**src/rtl/mc_control_unit_pkg.sv**
```systemverilog
// Shared encodings for the multi-cycle TSC control unit: ISA opcodes, ALU codes,
// FSM states, datapath select values and the control bundle.
package mc_control_unit_pkg;

    localparam int unsigned OPC_W    = 4;
    localparam int unsigned FUNC_W   = 6;
    localparam int unsigned ALU_OP_W = 4;
    localparam int unsigned SEL_W    = 2;

    localparam logic [OPC_W-1:0] OPCODE_BNE = 4'd0;
    localparam logic [OPC_W-1:0] OPCODE_BEQ = 4'd1;
    localparam logic [OPC_W-1:0] OPCODE_BGZ = 4'd2;
    localparam logic [OPC_W-1:0] OPCODE_BLZ = 4'd3;
    localparam logic [OPC_W-1:0] OPCODE_ADI = 4'd4;
    localparam logic [OPC_W-1:0] OPCODE_ORI = 4'd5;
    localparam logic [OPC_W-1:0] OPCODE_LHI = 4'd6;
    localparam logic [OPC_W-1:0] OPCODE_LWD = 4'd7;
    localparam logic [OPC_W-1:0] OPCODE_SWD = 4'd8;
    localparam logic [OPC_W-1:0] OPCODE_JMP = 4'd9;
    localparam logic [OPC_W-1:0] OPCODE_JAL = 4'd10;
    localparam logic [OPC_W-1:0] TYPE_R     = 4'd15;

    localparam logic [FUNC_W-1:0] FUNC_ADD = 6'd0;
    localparam logic [FUNC_W-1:0] FUNC_SUB = 6'd1;
    localparam logic [FUNC_W-1:0] FUNC_AND = 6'd2;
    localparam logic [FUNC_W-1:0] FUNC_ORR = 6'd3;
    localparam logic [FUNC_W-1:0] FUNC_NOT = 6'd4;
    localparam logic [FUNC_W-1:0] FUNC_TCP = 6'd5;
    localparam logic [FUNC_W-1:0] FUNC_SHL = 6'd6;
    localparam logic [FUNC_W-1:0] FUNC_SHR = 6'd7;
    localparam logic [FUNC_W-1:0] FUNC_JPR = 6'd25;
    localparam logic [FUNC_W-1:0] FUNC_JRL = 6'd26;
    localparam logic [FUNC_W-1:0] FUNC_WWD = 6'd28;
    localparam logic [FUNC_W-1:0] FUNC_HLT = 6'd29;

    localparam logic [ALU_OP_W-1:0] OP_ADD = 4'd0;
    localparam logic [ALU_OP_W-1:0] OP_SUB = 4'd1;
    localparam logic [ALU_OP_W-1:0] OP_AND = 4'd2;
    localparam logic [ALU_OP_W-1:0] OP_ORR = 4'd3;
    localparam logic [ALU_OP_W-1:0] OP_NOT = 4'd4;
    localparam logic [ALU_OP_W-1:0] OP_TCP = 4'd5;
    localparam logic [ALU_OP_W-1:0] OP_SHL = 4'd6;
    localparam logic [ALU_OP_W-1:0] OP_SHR = 4'd7;
    localparam logic [ALU_OP_W-1:0] OP_LHI = 4'd8;
    localparam logic [ALU_OP_W-1:0] OP_BNE = 4'd9;
    localparam logic [ALU_OP_W-1:0] OP_BEQ = 4'd10;
    localparam logic [ALU_OP_W-1:0] OP_BGZ = 4'd11;
    localparam logic [ALU_OP_W-1:0] OP_BLZ = 4'd12;

    localparam logic [SEL_W-1:0] PC_SRC_ALU    = 2'd0;
    localparam logic [SEL_W-1:0] PC_SRC_ALUOUT = 2'd1;
    localparam logic [SEL_W-1:0] PC_SRC_JUMP   = 2'd2;
    localparam logic [SEL_W-1:0] PC_SRC_RS     = 2'd3;

    localparam logic [SEL_W-1:0] ALU_B_RT   = 2'd0;
    localparam logic [SEL_W-1:0] ALU_B_ONE  = 2'd1;
    localparam logic [SEL_W-1:0] ALU_B_SEXT = 2'd2;
    localparam logic [SEL_W-1:0] ALU_B_ZEXT = 2'd3;

    localparam logic [SEL_W-1:0] REG_DST_RT = 2'd0;
    localparam logic [SEL_W-1:0] REG_DST_RD = 2'd1;
    localparam logic [SEL_W-1:0] REG_DST_R2 = 2'd2;

    localparam logic [SEL_W-1:0] WB_SRC_ALUOUT = 2'd0;
    localparam logic [SEL_W-1:0] WB_SRC_MDR    = 2'd1;
    localparam logic [SEL_W-1:0] WB_SRC_PC     = 2'd2;

    typedef enum logic [2:0] {
        ST_IF   = 3'd0,
        ST_ID   = 3'd1,
        ST_EX   = 3'd2,
        ST_MEM  = 3'd3,
        ST_WB   = 3'd4,
        ST_HALT = 3'd5
    } state_e;

    typedef enum logic [3:0] {
        CLS_NOP, CLS_RTYPE, CLS_ADI, CLS_ORI, CLS_LHI, CLS_LWD, CLS_SWD,
        CLS_BRANCH, CLS_JMP, CLS_JAL, CLS_JPR, CLS_JRL, CLS_WWD, CLS_HLT
    } instr_class_e;

    typedef struct packed {
        logic                read_m;
        logic                write_m;
        logic                i_or_d;
        logic                ir_write;
        logic                pc_write;
        logic [SEL_W-1:0]    pc_src;
        logic                alu_src_a;
        logic [SEL_W-1:0]    alu_src_b;
        logic [ALU_OP_W-1:0] alu_op;
        logic                reg_write;
        logic [SEL_W-1:0]    reg_dst;
        logic [SEL_W-1:0]    wb_src;
        logic                output_port_en;
        logic                is_halted;
    } ctrl_t;

    // Anything not listed here decodes as a NOP.
    function automatic instr_class_e decode_class(input logic [OPC_W-1:0]  opcode,
                                                  input logic [FUNC_W-1:0] func_code);
        instr_class_e cls;
        cls = CLS_NOP;
        case (opcode)
            OPCODE_BNE, OPCODE_BEQ, OPCODE_BGZ, OPCODE_BLZ: cls = CLS_BRANCH;
            OPCODE_ADI: cls = CLS_ADI;
            OPCODE_ORI: cls = CLS_ORI;
            OPCODE_LHI: cls = CLS_LHI;
            OPCODE_LWD: cls = CLS_LWD;
            OPCODE_SWD: cls = CLS_SWD;
            OPCODE_JMP: cls = CLS_JMP;
            OPCODE_JAL: cls = CLS_JAL;
            TYPE_R: begin
                case (func_code)
                    FUNC_ADD, FUNC_SUB, FUNC_AND, FUNC_ORR,
                    FUNC_NOT, FUNC_TCP, FUNC_SHL, FUNC_SHR: cls = CLS_RTYPE;
                    FUNC_JPR: cls = CLS_JPR;
                    FUNC_JRL: cls = CLS_JRL;
                    FUNC_WWD: cls = CLS_WWD;
                    FUNC_HLT: cls = CLS_HLT;
                    default:  cls = CLS_NOP;
                endcase
            end
            default: cls = CLS_NOP;
        endcase
        return cls;
    endfunction

endpackage

```
**src/rtl/mc_control_unit_alu_decode.sv**
```systemverilog
// Combinational opcode/func to ALU operation decode used in the EX stage.
module mc_alu_decode
    import mc_control_unit_pkg::*;
(
    input  logic [OPC_W-1:0]    i_opcode,
    input  logic [FUNC_W-1:0]   i_func_code,
    output logic [ALU_OP_W-1:0] o_alu_op
);

    always_comb begin
        o_alu_op = OP_ADD;
        case (i_opcode)
            TYPE_R: begin
                case (i_func_code)
                    FUNC_ADD: o_alu_op = OP_ADD;
                    FUNC_SUB: o_alu_op = OP_SUB;
                    FUNC_AND: o_alu_op = OP_AND;
                    FUNC_ORR: o_alu_op = OP_ORR;
                    FUNC_NOT: o_alu_op = OP_NOT;
                    FUNC_TCP: o_alu_op = OP_TCP;
                    FUNC_SHL: o_alu_op = OP_SHL;
                    FUNC_SHR: o_alu_op = OP_SHR;
                    default:  o_alu_op = OP_ADD;
                endcase
            end
            OPCODE_ORI: o_alu_op = OP_ORR;
            OPCODE_LHI: o_alu_op = OP_LHI;
            OPCODE_BNE: o_alu_op = OP_BNE;
            OPCODE_BEQ: o_alu_op = OP_BEQ;
            OPCODE_BGZ: o_alu_op = OP_BGZ;
            OPCODE_BLZ: o_alu_op = OP_BLZ;
            default:    o_alu_op = OP_ADD;
        endcase
    end

endmodule

```
**src/rtl/mc_control_unit.sv**
```systemverilog
// Multi-cycle TSC sequencer: IF/ID/EX/MEM/WB/HALT, drives datapath selects and
// enables, owns the memory request handshake and counts retired instructions.
module mc_control_unit
    import mc_control_unit_pkg::*;
#(
    parameter int unsigned WORD_SIZE = 16,
    parameter int unsigned CNT_W     = WORD_SIZE
) (
    input  logic                clk,
    input  logic                reset_n,
    input  logic [OPC_W-1:0]    opcode,
    input  logic [FUNC_W-1:0]   func_code,
    input  logic                bcond,
    input  logic                mem_ready,
    output logic                read_m,
    output logic                write_m,
    output logic                i_or_d,
    output logic                ir_write,
    output logic                pc_write,
    output logic [SEL_W-1:0]    pc_src,
    output logic                alu_src_a,
    output logic [SEL_W-1:0]    alu_src_b,
    output logic [ALU_OP_W-1:0] alu_op,
    output logic                reg_write,
    output logic [SEL_W-1:0]    reg_dst,
    output logic [SEL_W-1:0]    wb_src,
    output logic                output_port_en,
    output logic                is_halted,
    output logic [CNT_W-1:0]    num_inst
);

    state_e              r_state;
    state_e              w_next_state;
    instr_class_e        w_class;
    logic [ALU_OP_W-1:0] w_alu_op;
    logic                w_complete;
    logic [CNT_W-1:0]    r_num_inst;
    ctrl_t               w_ctrl;
    ctrl_t               w_ctrl_out;

    assign w_class = decode_class(opcode, func_code);

    mc_alu_decode u_alu_decode (
        .i_opcode    (opcode),
        .i_func_code (func_code),
        .o_alu_op    (w_alu_op)
    );

    always_ff @(posedge clk or negedge reset_n) begin
        if (!reset_n) begin
            r_state <= ST_IF;
        end else begin
            r_state <= w_next_state;
        end
    end

    always_comb begin
        w_next_state = r_state;
        case (r_state)
            ST_IF: begin
                if (mem_ready) begin
                    w_next_state = ST_ID;
                end
            end
            ST_ID: begin
                case (w_class)
                    CLS_JMP, CLS_JAL, CLS_JPR, CLS_JRL, CLS_NOP: w_next_state = ST_IF;
                    CLS_HLT: w_next_state = ST_HALT;
                    default: w_next_state = ST_EX;
                endcase
            end
            ST_EX: begin
                case (w_class)
                    CLS_LWD, CLS_SWD: w_next_state = ST_MEM;
                    CLS_RTYPE, CLS_ADI, CLS_ORI, CLS_LHI: w_next_state = ST_WB;
                    default: w_next_state = ST_IF;
                endcase
            end
            ST_MEM: begin
                if (mem_ready) begin
                    w_next_state = (w_class == CLS_LWD) ? ST_WB : ST_IF;
                end
            end
            ST_WB:   w_next_state = ST_IF;
            ST_HALT: w_next_state = ST_HALT;
            default: w_next_state = ST_IF;
        endcase
    end

    // An instruction retires whenever a working stage hands back to IF or HALT.
    assign w_complete = (r_state != ST_IF) && (r_state != ST_HALT) &&
                        ((w_next_state == ST_IF) || (w_next_state == ST_HALT));

    always_ff @(posedge clk or negedge reset_n) begin
        if (!reset_n) begin
            r_num_inst <= '0;
        end else if (w_complete) begin
            r_num_inst <= r_num_inst + CNT_W'(1);
        end
    end

    always_comb begin
        w_ctrl = '0;
        case (r_state)
            ST_IF: begin
                w_ctrl.read_m    = 1'b1;
                w_ctrl.alu_src_b = ALU_B_ONE;
                w_ctrl.alu_op    = OP_ADD;
                if (mem_ready) begin
                    w_ctrl.ir_write = 1'b1;
                    w_ctrl.pc_write = 1'b1;
                    w_ctrl.pc_src   = PC_SRC_ALU;
                end
            end
            ST_ID: begin
                w_ctrl.alu_src_b = ALU_B_SEXT;
                w_ctrl.alu_op    = OP_ADD;
                case (w_class)
                    CLS_JMP: begin
                        w_ctrl.pc_write = 1'b1;
                        w_ctrl.pc_src   = PC_SRC_JUMP;
                    end
                    CLS_JAL: begin
                        w_ctrl.pc_write  = 1'b1;
                        w_ctrl.pc_src    = PC_SRC_JUMP;
                        w_ctrl.reg_write = 1'b1;
                        w_ctrl.reg_dst   = REG_DST_R2;
                        w_ctrl.wb_src    = WB_SRC_PC;
                    end
                    CLS_JPR: begin
                        w_ctrl.pc_write = 1'b1;
                        w_ctrl.pc_src   = PC_SRC_RS;
                    end
                    CLS_JRL: begin
                        w_ctrl.pc_write  = 1'b1;
                        w_ctrl.pc_src    = PC_SRC_RS;
                        w_ctrl.reg_write = 1'b1;
                        w_ctrl.reg_dst   = REG_DST_R2;
                        w_ctrl.wb_src    = WB_SRC_PC;
                    end
                    default: ;
                endcase
            end
            ST_EX: begin
                w_ctrl.alu_src_a = 1'b1;
                w_ctrl.alu_op    = w_alu_op;
                case (w_class)
                    CLS_ADI, CLS_LWD, CLS_SWD: w_ctrl.alu_src_b = ALU_B_SEXT;
                    CLS_ORI, CLS_LHI:          w_ctrl.alu_src_b = ALU_B_ZEXT;
                    CLS_BRANCH: begin
                        w_ctrl.alu_src_b = ALU_B_RT;
                        if (bcond) begin
                            w_ctrl.pc_write = 1'b1;
                            w_ctrl.pc_src   = PC_SRC_ALUOUT;
                        end
                    end
                    CLS_WWD: w_ctrl.output_port_en = 1'b1;
                    default: w_ctrl.alu_src_b = ALU_B_RT;
                endcase
            end
            ST_MEM: begin
                w_ctrl.i_or_d  = 1'b1;
                w_ctrl.read_m  = (w_class == CLS_LWD);
                w_ctrl.write_m = (w_class == CLS_SWD);
            end
            ST_WB: begin
                w_ctrl.reg_write = 1'b1;
                w_ctrl.reg_dst   = (w_class == CLS_RTYPE) ? REG_DST_RD : REG_DST_RT;
                w_ctrl.wb_src    = (w_class == CLS_LWD) ? WB_SRC_MDR : WB_SRC_ALUOUT;
            end
            ST_HALT: w_ctrl.is_halted = 1'b1;
            default: ;
        endcase
    end

    // Reset forces every control line low immediately, even mid-handshake.
    assign w_ctrl_out = reset_n ? w_ctrl : '0;

    assign read_m         = w_ctrl_out.read_m;
    assign write_m        = w_ctrl_out.write_m;
    assign i_or_d         = w_ctrl_out.i_or_d;
    assign ir_write       = w_ctrl_out.ir_write;
    assign pc_write       = w_ctrl_out.pc_write;
    assign pc_src         = w_ctrl_out.pc_src;
    assign alu_src_a      = w_ctrl_out.alu_src_a;
    assign alu_src_b      = w_ctrl_out.alu_src_b;
    assign alu_op         = w_ctrl_out.alu_op;
    assign reg_write      = w_ctrl_out.reg_write;
    assign reg_dst        = w_ctrl_out.reg_dst;
    assign wb_src         = w_ctrl_out.wb_src;
    assign output_port_en = w_ctrl_out.output_port_en;
    assign is_halted      = w_ctrl_out.is_halted;
    assign num_inst       = r_num_inst;

endmodule
```
**config.mk**
```make
export PLATFORM = sky130hd
export DESIGN_NAME = mc_control_unit
export DESIGN_NICKNAME = d
export VERILOG_FILES = /design/src/rtl/mc_control_unit_pkg.sv /design/src/rtl/mc_control_unit_alu_decode.sv /design/src/rtl/mc_control_unit.sv
export SDC_FILE = /design/constraint.sdc
export NUM_CORES = 1
export LEC_CHECK = 0
export ABC_AREA = 1
export BUFFER_PORTS_ARGS = -buffer_cell sky130_fd_sc_hd__buf_2
export CAP_MARGIN = 25
export CELL_PAD_IN_SITES_DETAIL_PLACEMENT = 0
export CELL_PAD_IN_SITES_GLOBAL_PLACEMENT = 1
export CORE_MARGIN = 1
export CORE_UTILIZATION = 33
export DETAILED_ROUTE_END_ITERATION = 10
export PLACE_DENSITY = 0.83
export SYNTH_ARGS = -nofsm -noshare
export SYNTH_HDL_FRONTEND = slang
export SYNTH_HIERARCHICAL = 1
export SYNTH_SLANG_ARGS = --single-unit
```
**constraint.sdc**
```tcl
create_clock -name clk -period 1.7 [get_ports clk]
set_clock_uncertainty 0.05 [all_clocks]
set_input_delay 0.17 -clock clk [delete_from_list [all_inputs] [get_ports clk]]
set_output_delay 0.17 -clock clk [all_outputs]
set_load 0.005 [all_outputs]
```
# After elaboration in Yosys (flattened, before gate mapping)
# Memories as Yosys holds them, arrays and structs flattened.
# Cells that the tools add are included.
# word_totals
regBits	19
romBits	152
output_inout_bits	37
word_cells	83
memories	2
# op_classes
add_sub_neg	1
n_eq_ne	31
mux	29
n_reduce_logical	18
# mem_list
memory	depth	width	rd	rd_ports_with_merged_regs	write_ports	line_no	source
(name not given)	32	4	1	0	0	mc_control_unit_pkg.sv:114	case (func_code)
(name not given)	8	3	1	0	0	mc_control_unit_alu_decode.sv:14	case (i_func_code)
# ops
op	n
equality test 4 bit (second input constant)	10
one-hot mux 4 bit (9 select lines)	1
equality test 4 x 3 -> 1 bit (second input constant)	8
one-hot mux 4 bit (7 select lines)	1
2-to-1 mux 21 bit	1
one-hot mux 3 bit (2 select lines)	3
one-hot mux 6 bit (3 select lines)	1
adder 16 x 1 -> 16 bit (second input constant)	1
equality test 4 x 2 -> 1 bit (second input constant)	4
2-to-1 mux 3 bit	5
one-hot mux 3 bit (5 select lines)	1
2-to-1 mux 4 bit	3
one-hot mux 5 bit (2 select lines)	1
OR reduction 2 bit	5
equality test 3 bit (second input constant)	3
zero test 3 bit	3
one-hot mux 3 bit (3 select lines)	1
equality test 4 x 1 -> 1 bit (second input constant)	2
zero test 4 bit	2
OR reduction 4 bit	2
2-to-1 mux 1 bit	7
equality test 3 x 2 -> 1 bit (second input constant)	2
2-to-1 mux 5 bit	1
OR reduction 5 bit	1
other kinds (9)	10

# Depth between registers and ports, before layout
# Gate-level depths: netlist of the first run.
# depth
ltp_word	10
ltp_mapped	19

# Modules after synthesis
# Netlist of the first run, hierarchy kept.
# by_module_without_submodules
mod	n_inst	cells_per_inst	area_per_inst_um2
mc_control_unit	1	268	1767.9
mc_alu_decode	1	29	128.9

# Worst setup path after synthesis of the first run
# Ideal clock, no wire load.
# synth_path
kind	input-to-reg
startpoint	input func_code[0]
endpoint	register r_num_inst[3], in the netlist num_inst[3]
arrival_time_ps	1623
setup_slack_ps	-90
stages	17
n_path_buf	1
path_cell_list	inv_1 -> ha_1 -> nor2_1 -> inv_1 -> nor2_4 -> nor2_4 -> nand3_2 -> nor2_1 -> nand2_1 -> nand2_1 -> nor2_4 -> nand2_4 -> nand2_8 -> nand2_8 -> buf_12 -> nand2_2 -> nand2_1
# synth_between
elab_chain_cells	10
word_cells_on_any_way	27
cone_classes	12 x eq/ne; 7 x mux; 7 x reduce/logical; 1 x memory
# synth_rtl
item	line_no	source
from (decl)	mc_control_unit.sv:12	input logic [FUNC_W-1:0] func_code,
memory (32 x 4 bit) *	n/a	
2-to-1 mux 4 bit *	mc_control_unit_pkg.sv:114	
one-hot mux 4 bit (9 select lines) *	mc_control_unit_pkg.sv:104	case (opcode)
equality test 4 bit (tied with other cells)	mc_control_unit.sv:66	case (w_class)
OR reduction 5 bit (tied with other cells)	mc_control_unit.sv:66	
one-hot mux 3 bit (2 select lines) (tied with other cells)	mc_control_unit.sv:66	
one-hot mux 3 bit (5 select lines) *	mc_control_unit.sv:59	case (r_state)
equality test 3 bit or zero test 3 bit (tied branches)	mc_control_unit.sv:92	((w_next_state == ST_IF) || (w_next_state == ST_HALT));
logical OR 1 bit *	mc_control_unit.sv:92	
logical AND 1 bit *	mc_control_unit.sv:91	assign w_complete = (r_state != ST_IF) && (r_state != ST_HALT) &&
to (signal assigned)	mc_control_unit.sv:98	r_num_inst <= r_num_inst + CNT_W'(1);
to (decl)	mc_control_unit.sv:37	logic [CNT_W-1:0] r_num_inst;
# Every way passes the cells marked *; elsewhere a longest branch is shown, timed or not.
# A chain may end at the register's enable or synchronous reset.

# Worst setup path in the final report of the first run
# layout_path
startpoint	register r_state[1]
endpoint	output reg_write
# layout_between
elab_chain_cells	3
word_cells_on_any_way	4
cone_classes	2 x eq/ne; 2 x mux
# layout_rtl
item	line_no	source
from (decl)	mc_control_unit.sv:32	state_e r_state;
from (signal assigned)	mc_control_unit.sv:53	r_state <= w_next_state;
equality test 3 bit or equality test 3 x 1 -> 1 bit (tied branches)	mc_control_unit.sv:104	case (r_state)
one-hot mux 5 bit (2 select lines) *	mc_control_unit.sv:104	
2-to-1 mux 21 bit *	mc_control_unit.sv:177	assign w_ctrl_out = reset_n ? w_ctrl : '0;
to (decl)	mc_control_unit.sv:24	output logic reg_write,
# Marked as above.

==> flow_metrics.env, run 1 <==
export IMPL_finalMaxSlewViolations=0
export IMPL_cp_num_buf_inv=3
export IMPL_nets=436
export IMPL_dpl_worst_slack_ns=-0.2692
export IMPL_drive_gt1_share_pct=50.72
export IMPL_p_switching_w=0.001461
export IMPL_cts_tree="built"
export IMPL_fp_row_count=27
export IMPL_combPwrFrac_pct=71.2
export IMPL_grt_usage_pct=19.61
export IMPL_min_path_type="in2reg"
export IMPL_r2r_start="r_state[1]"
export IMPL_drc=0
export IMPL_postRouteAntennaNets=0
export IMPL_core_area_um2=5507
export IMPL_wl_um=5939
export IMPL_whs_ns=0.3816
export IMPL_final_core_util_pct=56.15
export IMPL_leakagePower_nw=1.674
export IMPL_antenna_found_initial=0
export IMPL_netSwitchingFraction_pct=44.50
export IMPL_start_kind="flip-flop"
export IMPL_clock_power_share_pct=9.9
export IMPL_postSynthAreaPerCell_um2=6.387
export IMPL_critPathMaxStageDelay_ns=0.44
export IMPL_pwr_share_seq_pct=18.9
export IMPL_max_cap_violations=0
export IMPL_cp_cell_sequence="nor2_4 -> inv_2 -> nor2_4 -> buf_6 -> nand4_1 -> o21ai_1 -> buf_2"
export IMPL_fill_cells=498
export IMPL_period_share_pct=108.6
export IMPL_overflow=0
export IMPL_clkLatencyLatePin_ns=0.26
export IMPL_dp_hpwl_um=4335
export IMPL_initial_utilization_pct=34.45
export IMPL_crit_slowest_cell="dfrtp_2"
export IMPL_cp_end_kind="output pin"
export IMPL_hold_start="mem_ready"
export IMPL_max_slew_margin_pct=59.97
export IMPL_firstDrtPassIters=5
export IMPL_num_vias=2323
export IMPL_hold_viol_final=0
export IMPL_hold_end="r_state[0]"
export IMPL_cp_data_arrival_time_ns=1.63
export IMPL_ff2ff_path_depth=14
export IMPL_yosysUniqueCellTypes=26
export IMPL_fmax_mhz=541.7
export IMPL_grt_start_max_net_pins=14
export IMPL_status="finished with violations"
export IMPL_rrSetupSlack_ns=-0.14
export IMPL_die_h_um=77.82
export IMPL_crit_fanout=3
export IMPL_required_ns=1.48
export IMPL_wl_per_cell_um=12.12
export IMPL_irDropWorstVdd_uv=561.2
export IMPL_clock_sinks=19
export IMPL_synth_yosys_warnings=6
export IMPL_p_total_w=0.003282
export IMPL_n_antenna_cell=0
export IMPL_grt_pass1_vias=2120
export IMPL_ys_seq_area_share_pct=25.07
export IMPL_synth_area_um2=1897
export IMPL_die_w_um=77.82
export IMPL_reg2reg_to="num_inst[2]"
export IMPL_numCtsBuffers=3
export IMPL_p_per_area_nw_per_um2=1062
export IMPL_routabilityCongestion=0.8720
export IMPL_synth_seq_cells=19
export IMPL_detail_route_vias_per_cell=4.741
export IMPL_clockBufferDepth=2
export IMPL_setup_violations=25
export IMPL_path_common_cell="nor2_4"
export IMPL_intPower_w=0.001822
export IMPL_dieArea_um2=6055
export IMPL_clk_pin_slew_ns=0.08
export IMPL_drt_iter0_drc=116
export IMPL_io_buffers=50
export IMPL_worst_pin_slew_ns=0.5991
export IMPL_htreeDepth=1
export IMPL_area_delta_synth_final_pct=62.99
export IMPL_grt_pass1_wl_um=9515
export IMPL_layout_setup_ws_ns=-0.1459
export IMPL_grt_setup_unrepaired="yes"
export IMPL_violations="setup timing"
export IMPL_min_period_ns=1.846
export IMPL_syn_inst=297
export IMPL_synth_fp_nets=314
export IMPL_cp_top_family="flip-flops"
export IMPL_root_buffer="clkbuf_8"
export IMPL_ios=51
export IMPL_min_delay_path_depth=6
export IMPL_critPathKind="reg2out"
[worst reg2reg max path, stage by stage (launching register included)]
cell	delay, ns
dfrtp_2	0.44
nor2_4	0.13
inv_2	0.06
nor2_4	0.13
buf_6	0.11
inv_4	0.03
nor2_1	0.10
nand3_1	0.10
nand2_2	0.12
nor2_4	0.06
nand2_8	0.07
buf_12	0.11
nand2_8	0.08
nand2_2	0.11
nand2_2	0.04
[cell type report]
type / instances / area [um^2] / area share, %
multi-input cells: 231 / 1463 / 47.31
repair buffers: 121 / 852.1 / 27.56
flip-flops and latches: 19 / 476.7 / 15.42
inverters: 43 / 163.9 / 5.301
well taps: 72 / 90.09 / 2.914
clock buffers: 3 / 41.29 / 1.335
clock inverters: 1 / 5.005 / 0.1619
[repair_timing]
action / CTS / global route
buffers inserted: 13 / 2
hold buffers: 1 / 0
pin swaps: 18 / 20
hold endpoints to repair: 19 / 0
setup endpoints to repair: 28 / 34
cloned: 1 / 0
gates resized for setup: 29 / 37
[per-layer routing]
layer  vias up  share of wire, %  global-route usage [%]  wire [um]
li1       1179                 -                       -          -
met3         8               4.1                   1.294        244
met4         0               1.6                   6.415         95
met2        74                49                   34.25       2915
met1      1062                45                   25.46       2684
met5         -                 0                       0          0
[sequential cells by signal (all words and copies together) (netlist names)]
signal,flops
r_state,3
num_inst,16
[kinds of logic after synthesis]
logic type	share of synthesized area (%)
simple gates	51.19
xor+xnor	6.465
fa+ha+maj	1.979
compound gates	4.551
flops	25.07
buf+inv	10.75
[synthesized netlist by cell type]
library cell  number  area (um^2)
a21oi_1            9        45.04
buf_12             1        20.02
buf_4              2        15.01
clkbuf_1           2        7.510
clkinv_1           1        3.750
dfrtp_1           19        475.5
ha_1               3        37.54
inv_1             39        146.4
inv_2              3        11.26
nand2_1           72        270.3
nand2_2           20        125.1
nand2_4            1        11.26
nand2_8            2        40.04
nand3_1           35        175.2
nand3_2            2        20.02
nand4_1            6        37.54
nor2_1            40        150.1
nor2_2             2        12.51
nor2_4             6        67.56
nor3_1             8        40.04
nor4_1             2        12.51
nor4b_1            1        8.760
o21ai_0            6        30.03
o21bai_2           1        11.26
xnor2_1            3        26.28
xor2_1            11        96.34
[layout by cell type, fill, tap and decap left out, types with 6 or more instances in the layout]
cell type,instances
buf_4,61
nand2_1,59
buf_2,49
nor2_1,33
inv_1,32
nand2_2,28
nand3_1,24
dfrtp_1,18
nand3_2,13
nor2_4,12
xor2_1,11
inv_2,9
buf_6,7
a21oi_1,6
nand4_1,6
nand2_4,6
[power by group through the flow]
stage | combinational (W) | clock [W] | sequential [W]
global placement | 0.00155 | 0 | 0.000611
CTS | 0.00208 | 0.000329 | 0.000608
finish | 0.00234 | 0.000325 | 0.000621
global route | 0.00251 | 0.000342 | 0.000631
floorplan | 0.000949 | 0 | 0.000630
detailed placement | 0.00157 | 0 | 0.000613
[worst max path at each step]
stage                       startpoint            to  cells past startpoint
after global placement    func_code[0]  num_inst[10]                     15
after global routing        r_state[0]  num_inst[10]                     15
final                       r_state[1]     reg_write                      7
after floorplan             r_state[0]   num_inst[3]                     14
after detailed placement  func_code[1]   num_inst[1]                     19
after CTS                   r_state[0]     reg_write                      8
[through the flow]
step	instance area, um^2	setup TNS (ns)	cells
after floorplan	1933	0	297
after global placement	2664	-3.137	470
after detailed placement	2664	-4.185	470
after CTS	2932	-2.119	488
after global routing	3092	-5.208	490
final	3092	-2.485	490
Note: power is estimated with default switching activity, not from simulation.
==> inputs of run 2 (changes only) <==
--- a/config.mk
+++ b/config.mk
@@ -14,6 +14,8 @@
 export CORE_UTILIZATION = 33
 export DETAILED_ROUTE_END_ITERATION = 10
 export PLACE_DENSITY = 0.83
+export RECOVER_POWER = 100
+export SETUP_SLACK_MARGIN = 0.02
 export SYNTH_ARGS = -nofsm -noshare
 export SYNTH_HDL_FRONTEND = slang
 export SYNTH_HIERARCHICAL = 1
==> run 2 against run 1 <==
The run still ends with setup timing left. Wire length shrank 2.3%. Worst setup slack better by 0.064 ns. Final cell count is 0.41% lower. Via count decreased by 1.2%. Maximum frequency up 3.6%. Hold slack got worse by 0.026 ns. Non-clock buffer count fell by 2. Sequential power barely moved. Sequential share of layout area grew 0.39 points. Register-to-register slack gained 0.11 ns. Critical path type unchanged.
==> flow_metrics.env, run 2 (same netlist as run 1, synthesis figures left out) <==
export IMPL_dieArea_um2=6055
export IMPL_fmax_mhz=561.2
export IMPL_htreeDepth=1
export IMPL_firstDrtPassIters=4
export IMPL_netSwitchingFraction_pct=45.52
export IMPL_overflow=0
export IMPL_wl_met2_um=2886
export IMPL_cp_cell_sequence="inv_2 -> nor2_4 -> inv_2 -> nor2_4 -> buf_6 -> nand4_1 -> o21ai_1 -> buf_2"
export IMPL_grt_pass1_vias=2234
export IMPL_combPwrFrac_pct=68.8
export IMPL_grt_setup_unrepaired="yes"
export IMPL_drc=0
export IMPL_p_switching_w=0.001374
export IMPL_drt_iter0_drc=95
export IMPL_whs_ns=0.3553
export IMPL_status="finished with violations"
export IMPL_drive_gt1_share_pct=49.28
export IMPL_area_delta_synth_final_pct=59.43
export IMPL_detail_route_vias_per_cell=4.701
export IMPL_pwr_share_seq_pct=20.6
export IMPL_layout_common_cells="59 x nand2_1, 54 x buf_4, 48 x buf_2"
export IMPL_cp_data_arrival_time_ns=1.56
export IMPL_core_area_um2=5507
export IMPL_die_h_um=77.82
export IMPL_clockBufferDepth=2
export IMPL_numCtsBuffers=3
export IMPL_cp_num_buf_inv=4
export IMPL_num_vias=2294
export IMPL_clock_sinks=19
export IMPL_nets=434
export IMPL_worst_pin_slew_ns=0.4585
export IMPL_crit_slowest_cell="dfrtp_2"
export IMPL_wl_um=5801
export IMPL_finalMaxSlewViolations=0
export IMPL_leakagePower_nw=1.600
export IMPL_fp_row_count=27
export IMPL_grt_usage_pct=19.92
export IMPL_grt_start_max_net_pins=17
export IMPL_cp_end_kind="output pin"
export IMPL_hold_viol_final=0
export IMPL_irDropWorstVdd_uv=523.4
export IMPL_dp_hpwl_um=4367
export IMPL_wl_per_cell_um=11.89
export IMPL_die_w_um=77.82
export IMPL_root_buffer="clkbuf_8"
export IMPL_intPower_w=0.001645
export IMPL_critPathMaxStageDelay_ns=0.43
export IMPL_clock_power_share_pct=10.6
export IMPL_dpl_worst_slack_ns=-0.2077
export IMPL_grt_pass1_wl_um=9777
export IMPL_start_kind="flip-flop"
export IMPL_violations="setup timing"
export IMPL_met1_length_um=2603
export IMPL_required_ns=1.48
export IMPL_route_met3_wl_um=263
export IMPL_antenna_found_initial=0
export IMPL_layout_setup_ws_ns=-0.08184
export IMPL_io_buffers=50
export IMPL_max_cap_violations=0
export IMPL_crit_fanout=3
export IMPL_clk_pin_slew_ns=0.08
export IMPL_layout_commonest_cell="nand2_1"
export IMPL_clkLatencyLatePin_ns=0.26
export IMPL_period_share_pct=104.8
export IMPL_min_period_ns=1.782
export IMPL_p_per_area_nw_per_um2=998.3
export IMPL_largest_reg_flops=16
export IMPL_ios=51
export IMPL_highest_layer="met4"
export IMPL_cts_tree="built"
export IMPL_setup_violations=22
export IMPL_min_path_type="in2reg"
export IMPL_critPathKind="reg2out"
export IMPL_initial_utilization_pct=34.45
export IMPL_max_slew_margin_pct=69.36
export IMPL_n_antenna_cell=0
export IMPL_postRouteAntennaNets=0
export IMPL_routabilityCongestion=0.9102
export IMPL_cp_top_family="flip-flops"
-- run 2: stage by stage --
step | util [%] | cells | TNS [ns] | cell area, um^2 | power, W
after floorplan | - | 297 | 0 | 1941 | 0.001586
after global placement | 48.69 | 468 | -2.767 | 2681 | 0.002207
after detailed placement | 48.69 | 468 | -3.069 | 2681 | 0.002218
after CTS | 53.67 | 486 | -0.3770 | 2955 | 0.002924
after global routing | 54.92 | 488 | -3.000 | 3024 | 0.003232
final | 54.92 | 488 | -0.7332 | 3024 | 0.003019
-- run 2: worst paths after layout --
check	cells after the start	slack [ns]	end	start
setup / recovery	8	-0.08	reg_write	r_state[0]
hold / removal	4	0.36	r_state[1]	mem_ready
setup reg to reg	11	-0.03	num_inst[5]	r_state[1]
hold reg to reg	2	0.50	num_inst[12]	num_inst[12]
max in group asynchronous	3	0.92	num_inst[12]	reset_n
min in group asynchronous	3	0.46	r_state[1]	reset_n
-- run 2: metal layers --
layer | up-vias | global-route usage [%]
met3 | 6 | 2.353
met5 | - | 0
li1 | 1174 | -
met4 | 0 | 4.528
met1 | 1052 | 24.50
met2 | 62 | 36.64
-- run 2: cell type report --
| type | instances | area [um^2] |
|---|---|---|
| clock buffer | 3 | 41.29 |
| clock inverter | 1 | 5.005 |
| fill | 546 | 2482 |
| inverter | 43 | 163.9 |
| multi-input combinational | 231 | 1444 |
| sequential | 19 | 478.0 |
| tap | 72 | 90.09 |
| timing repair buffer | 119 | 802.0 |
-- run 2: power by group through the flow --
stage	logic, W	registers [W]	clock network (W)
6_report	0.00208	0.000623	0.000319
5_1_grt	0.00225	0.000634	0.000344
2_1_floorplan	0.000953	0.000633	0
3_5_place_dp	0.00161	0.000606	0
3_3_place_gp	0.00160	0.000605	0
4_1_cts	0.00199	0.000605	0.000332
-- run 2: worst register-to-register path, stage by stage (launching register included) --
cell and delay [ns]:
dfrtp_2 0.46, nand2_2 0.14, nor2_4 0.05, inv_2 0.07, a21oi_2 0.05, a21oi_2 0.16
nand2_2 0.10, nor2_4 0.15, nand2_8 0.12, buf_12 0.16, nand3_2 0.05, nand2_1 0.06
-- run 2: what timing repair did --
item	CTS	global route
cloned	1	0
hold endpoints to repair	19	0
pin swaps	22	16
resized for setup	33	26
setup endpoints to repair	26	35
hold buffers	1	0
buffers inserted	12	2
==> inputs of run 3 (changes only) <==
--- a/config.mk
+++ b/config.mk
@@ -6,7 +6,7 @@
 export NUM_CORES = 1
 export LEC_CHECK = 0
 export ABC_AREA = 1
-export BUFFER_PORTS_ARGS = -buffer_cell sky130_fd_sc_hd__buf_2
+export BUFFER_PORTS_ARGS = -buffer_cell sky130_fd_sc_hd__buf_4
 export CAP_MARGIN = 25
 export CELL_PAD_IN_SITES_DETAIL_PLACEMENT = 0
 export CELL_PAD_IN_SITES_GLOBAL_PLACEMENT = 1
==> run 3 against run 2 <==
The run still ends with setup timing left. Flip-flop and latch count stayed put. Total power is 2.1% higher. Via count down 1.9%. Maximum frequency shrank 3.4%. Non-clock buffer count fell by 3. Final cell count down 0.61%. Global-route usage fell by 0.99 points. Final area grew 2.2%. Largest power group unchanged.
==> flow_metrics.env, run 3 (same netlist as run 1, synthesis figures left out) <==
export IMPL_cp_cell_sequence="nor2_4 -> inv_2 -> nor2_4 -> buf_6 -> nand4_1 -> o21ai_1 -> buf_4"
export IMPL_cp_data_arrival_time_ns=1.63
export IMPL_nets=431
export IMPL_reg2reg_to="num_inst[14]"
export IMPL_crit_fanout=3
export IMPL_hold_end="r_state[0]"
export IMPL_crit_slowest_cell="dfrtp_2"
export IMPL_cts_tree="built"
export IMPL_path_common_cell="nor2_4"
export IMPL_n_antenna_cell=0
export IMPL_core_area_um2=5507
export IMPL_root_buffer="clkbuf_8"
export IMPL_critPathMaxStageDelay_ns=0.46
export IMPL_fin_cells=485
export IMPL_period_share_pct=108.6
export IMPL_ff2ff_path_depth=12
export IMPL_clock_sinks=19
export IMPL_rrSetupSlack_ns=-0.11
export IMPL_layout_commonest_cell="buf_4"
export IMPL_initial_utilization_pct=34.45
export IMPL_layout_common_cells="90 x buf_4, 65 x nand2_1, 33 x nor2_1, 31 x inv_1, 27 x nand2_2"
export IMPL_max_cap_violations=0
export IMPL_place_area_um2=2801
export IMPL_drc=0
export IMPL_htreeDepth=1
export IMPL_finalMaxSlewViolations=0
export IMPL_antenna_found_initial=0
export IMPL_critPathKind="reg2out"
export IMPL_fp_row_count=27
export IMPL_die_w_um=77.82
export IMPL_routabilityCongestion=0.8607
export IMPL_die_h_um=77.82
export IMPL_numCtsBuffers=3
export IMPL_clkLatencyLatePin_ns=0.26
export IMPL_detail_route_vias_per_cell=4.641
export IMPL_whs_ns=0.2395
export IMPL_postRouteAntennaNets=0
export IMPL_largest_reg_flops=16
export IMPL_layout_setup_ws_ns=-0.1454
export IMPL_design_area_um2=3090
export IMPL_r2r_start="r_state[0]"
export IMPL_num_vias=2251
export IMPL_overflow=0
export IMPL_drt_iter0_drc=129
export IMPL_hold_start="mem_ready"
export IMPL_start_kind="flip-flop"
export IMPL_wl_per_cell_um=11.78
export IMPL_grt_pass1_vias=2156
export IMPL_required_ns=1.48
export IMPL_dp_hpwl_um=4341
export IMPL_p_total_w=0.003083
export IMPL_drive_gt1_share_pct=46.49
export IMPL_dp_cells=469
export IMPL_min_period_ns=1.845
export IMPL_cp_end_kind="output pin"
export IMPL_p_per_area_nw_per_um2=997.6
export IMPL_min_path_type="in2reg"
export IMPL_dieArea_um2=6055
export IMPL_violations="setup timing"
export IMPL_leakagePower_nw=1.581
export IMPL_worst_pin_slew_ns=0.5646
export IMPL_clk_pin_slew_ns=0.08
export IMPL_grt_pass1_wl_um=9404
export IMPL_firstDrtPassIters=4
export IMPL_fmax_mhz=541.9
export IMPL_grt_setup_unrepaired="yes"
export IMPL_status="finished with violations"
export IMPL_ios=51
export IMPL_irDropWorstVdd_uv=476.5
export IMPL_grt_usage_pct=18.94
export IMPL_hold_viol_final=0
export IMPL_max_slew_margin_pct=62.36
export IMPL_area_delta_synth_final_pct=62.93
export IMPL_min_delay_path_depth=4
export IMPL_clockBufferDepth=2
export IMPL_setup_violations=25
export IMPL_io_buffers=50
export IMPL_wl_um=5714
export IMPL_tns_ns=-1.825
export IMPL_grt_start_max_net_pins=17
[run 3: cell types whose count changed in the layout (fill, tap and decap cells not counted), sizes merged]
cell | before | now
buf | 110 | 97
clkbuf | 11 | 21
[run 3: how the worst max path moves through the flow]
stage / to / slack, ns / from / cells past startpoint
6_report: reg_write / -0.15 / r_state[1] / 7
5_1_grt: reg_write / -0.21 / r_state[1] / 7
4_1_cts: reg_write / -0.14 / r_state[0] / 8
3_5_place_dp: num_inst[0] / -0.18 / func_code[1] / 19
3_3_place_gp: num_inst[0] / -0.15 / func_code[0] / 18
2_1_floorplan: num_inst[3] / 0.02 / r_state[0] / 14
[run 3: final cells by class]
cell class / count / area, um^2
Fill cell: 520 / 2416
Inverter: 43 / 168.9
Clock inverter: 1 / 5.005
Tap cell: 72 / 90.09
Timing Repair Buffer: 116 / 904.6
Clock buffer: 3 / 41.29
Sequential cell: 19 / 478.0
Multi-Input combinational cell: 231 / 1403
[run 3: timing repair]
item                                    in CTS  in global routing
endpoints found under the setup margin      28                 34
hold buffers                                 1                  0
resized for setup                           15                 33
cloned                                       0                  2
endpoints found under the hold margin       19                  0
pin swaps                                    9                  9
buffers inserted                             9                  0
[run 3: per-stage QoR]
stage	setup slack [ns]	utilization, %
after floorplan	0.01923	-
after global placement	-0.1520	50.87
after detailed placement	-0.1791	50.87
after CTS	-0.1448	53.85
after global routing	-0.2126	56.12
final	-0.1454	56.12
[run 3: worst max-delay path, delay by kind of cell, from the launching register on]
kind | cells | cell delay [ns]
buffers and inverters | 3 | 0.31
flip-flops | 1 | 0.46
AO/OA/AOI/OAI | 1 | 0.20
AND/OR/NAND/NOR | 3 | 0.39
[run 3: per-layer routing]
layer	vias up	global-route usage (%)	wire, um
met4	0	4.717	41
met2	56	33.98	2821
li1	1170	-	-
met1	1021	24.02	2635
met3	4	1.882	215
met5	-	0	0
[run 3: report_power, final]
group          switching (W)  internal [W]
combinational        0.00111       0.00102
clock               0.000161      0.000163
sequential         0.0000936      0.000535
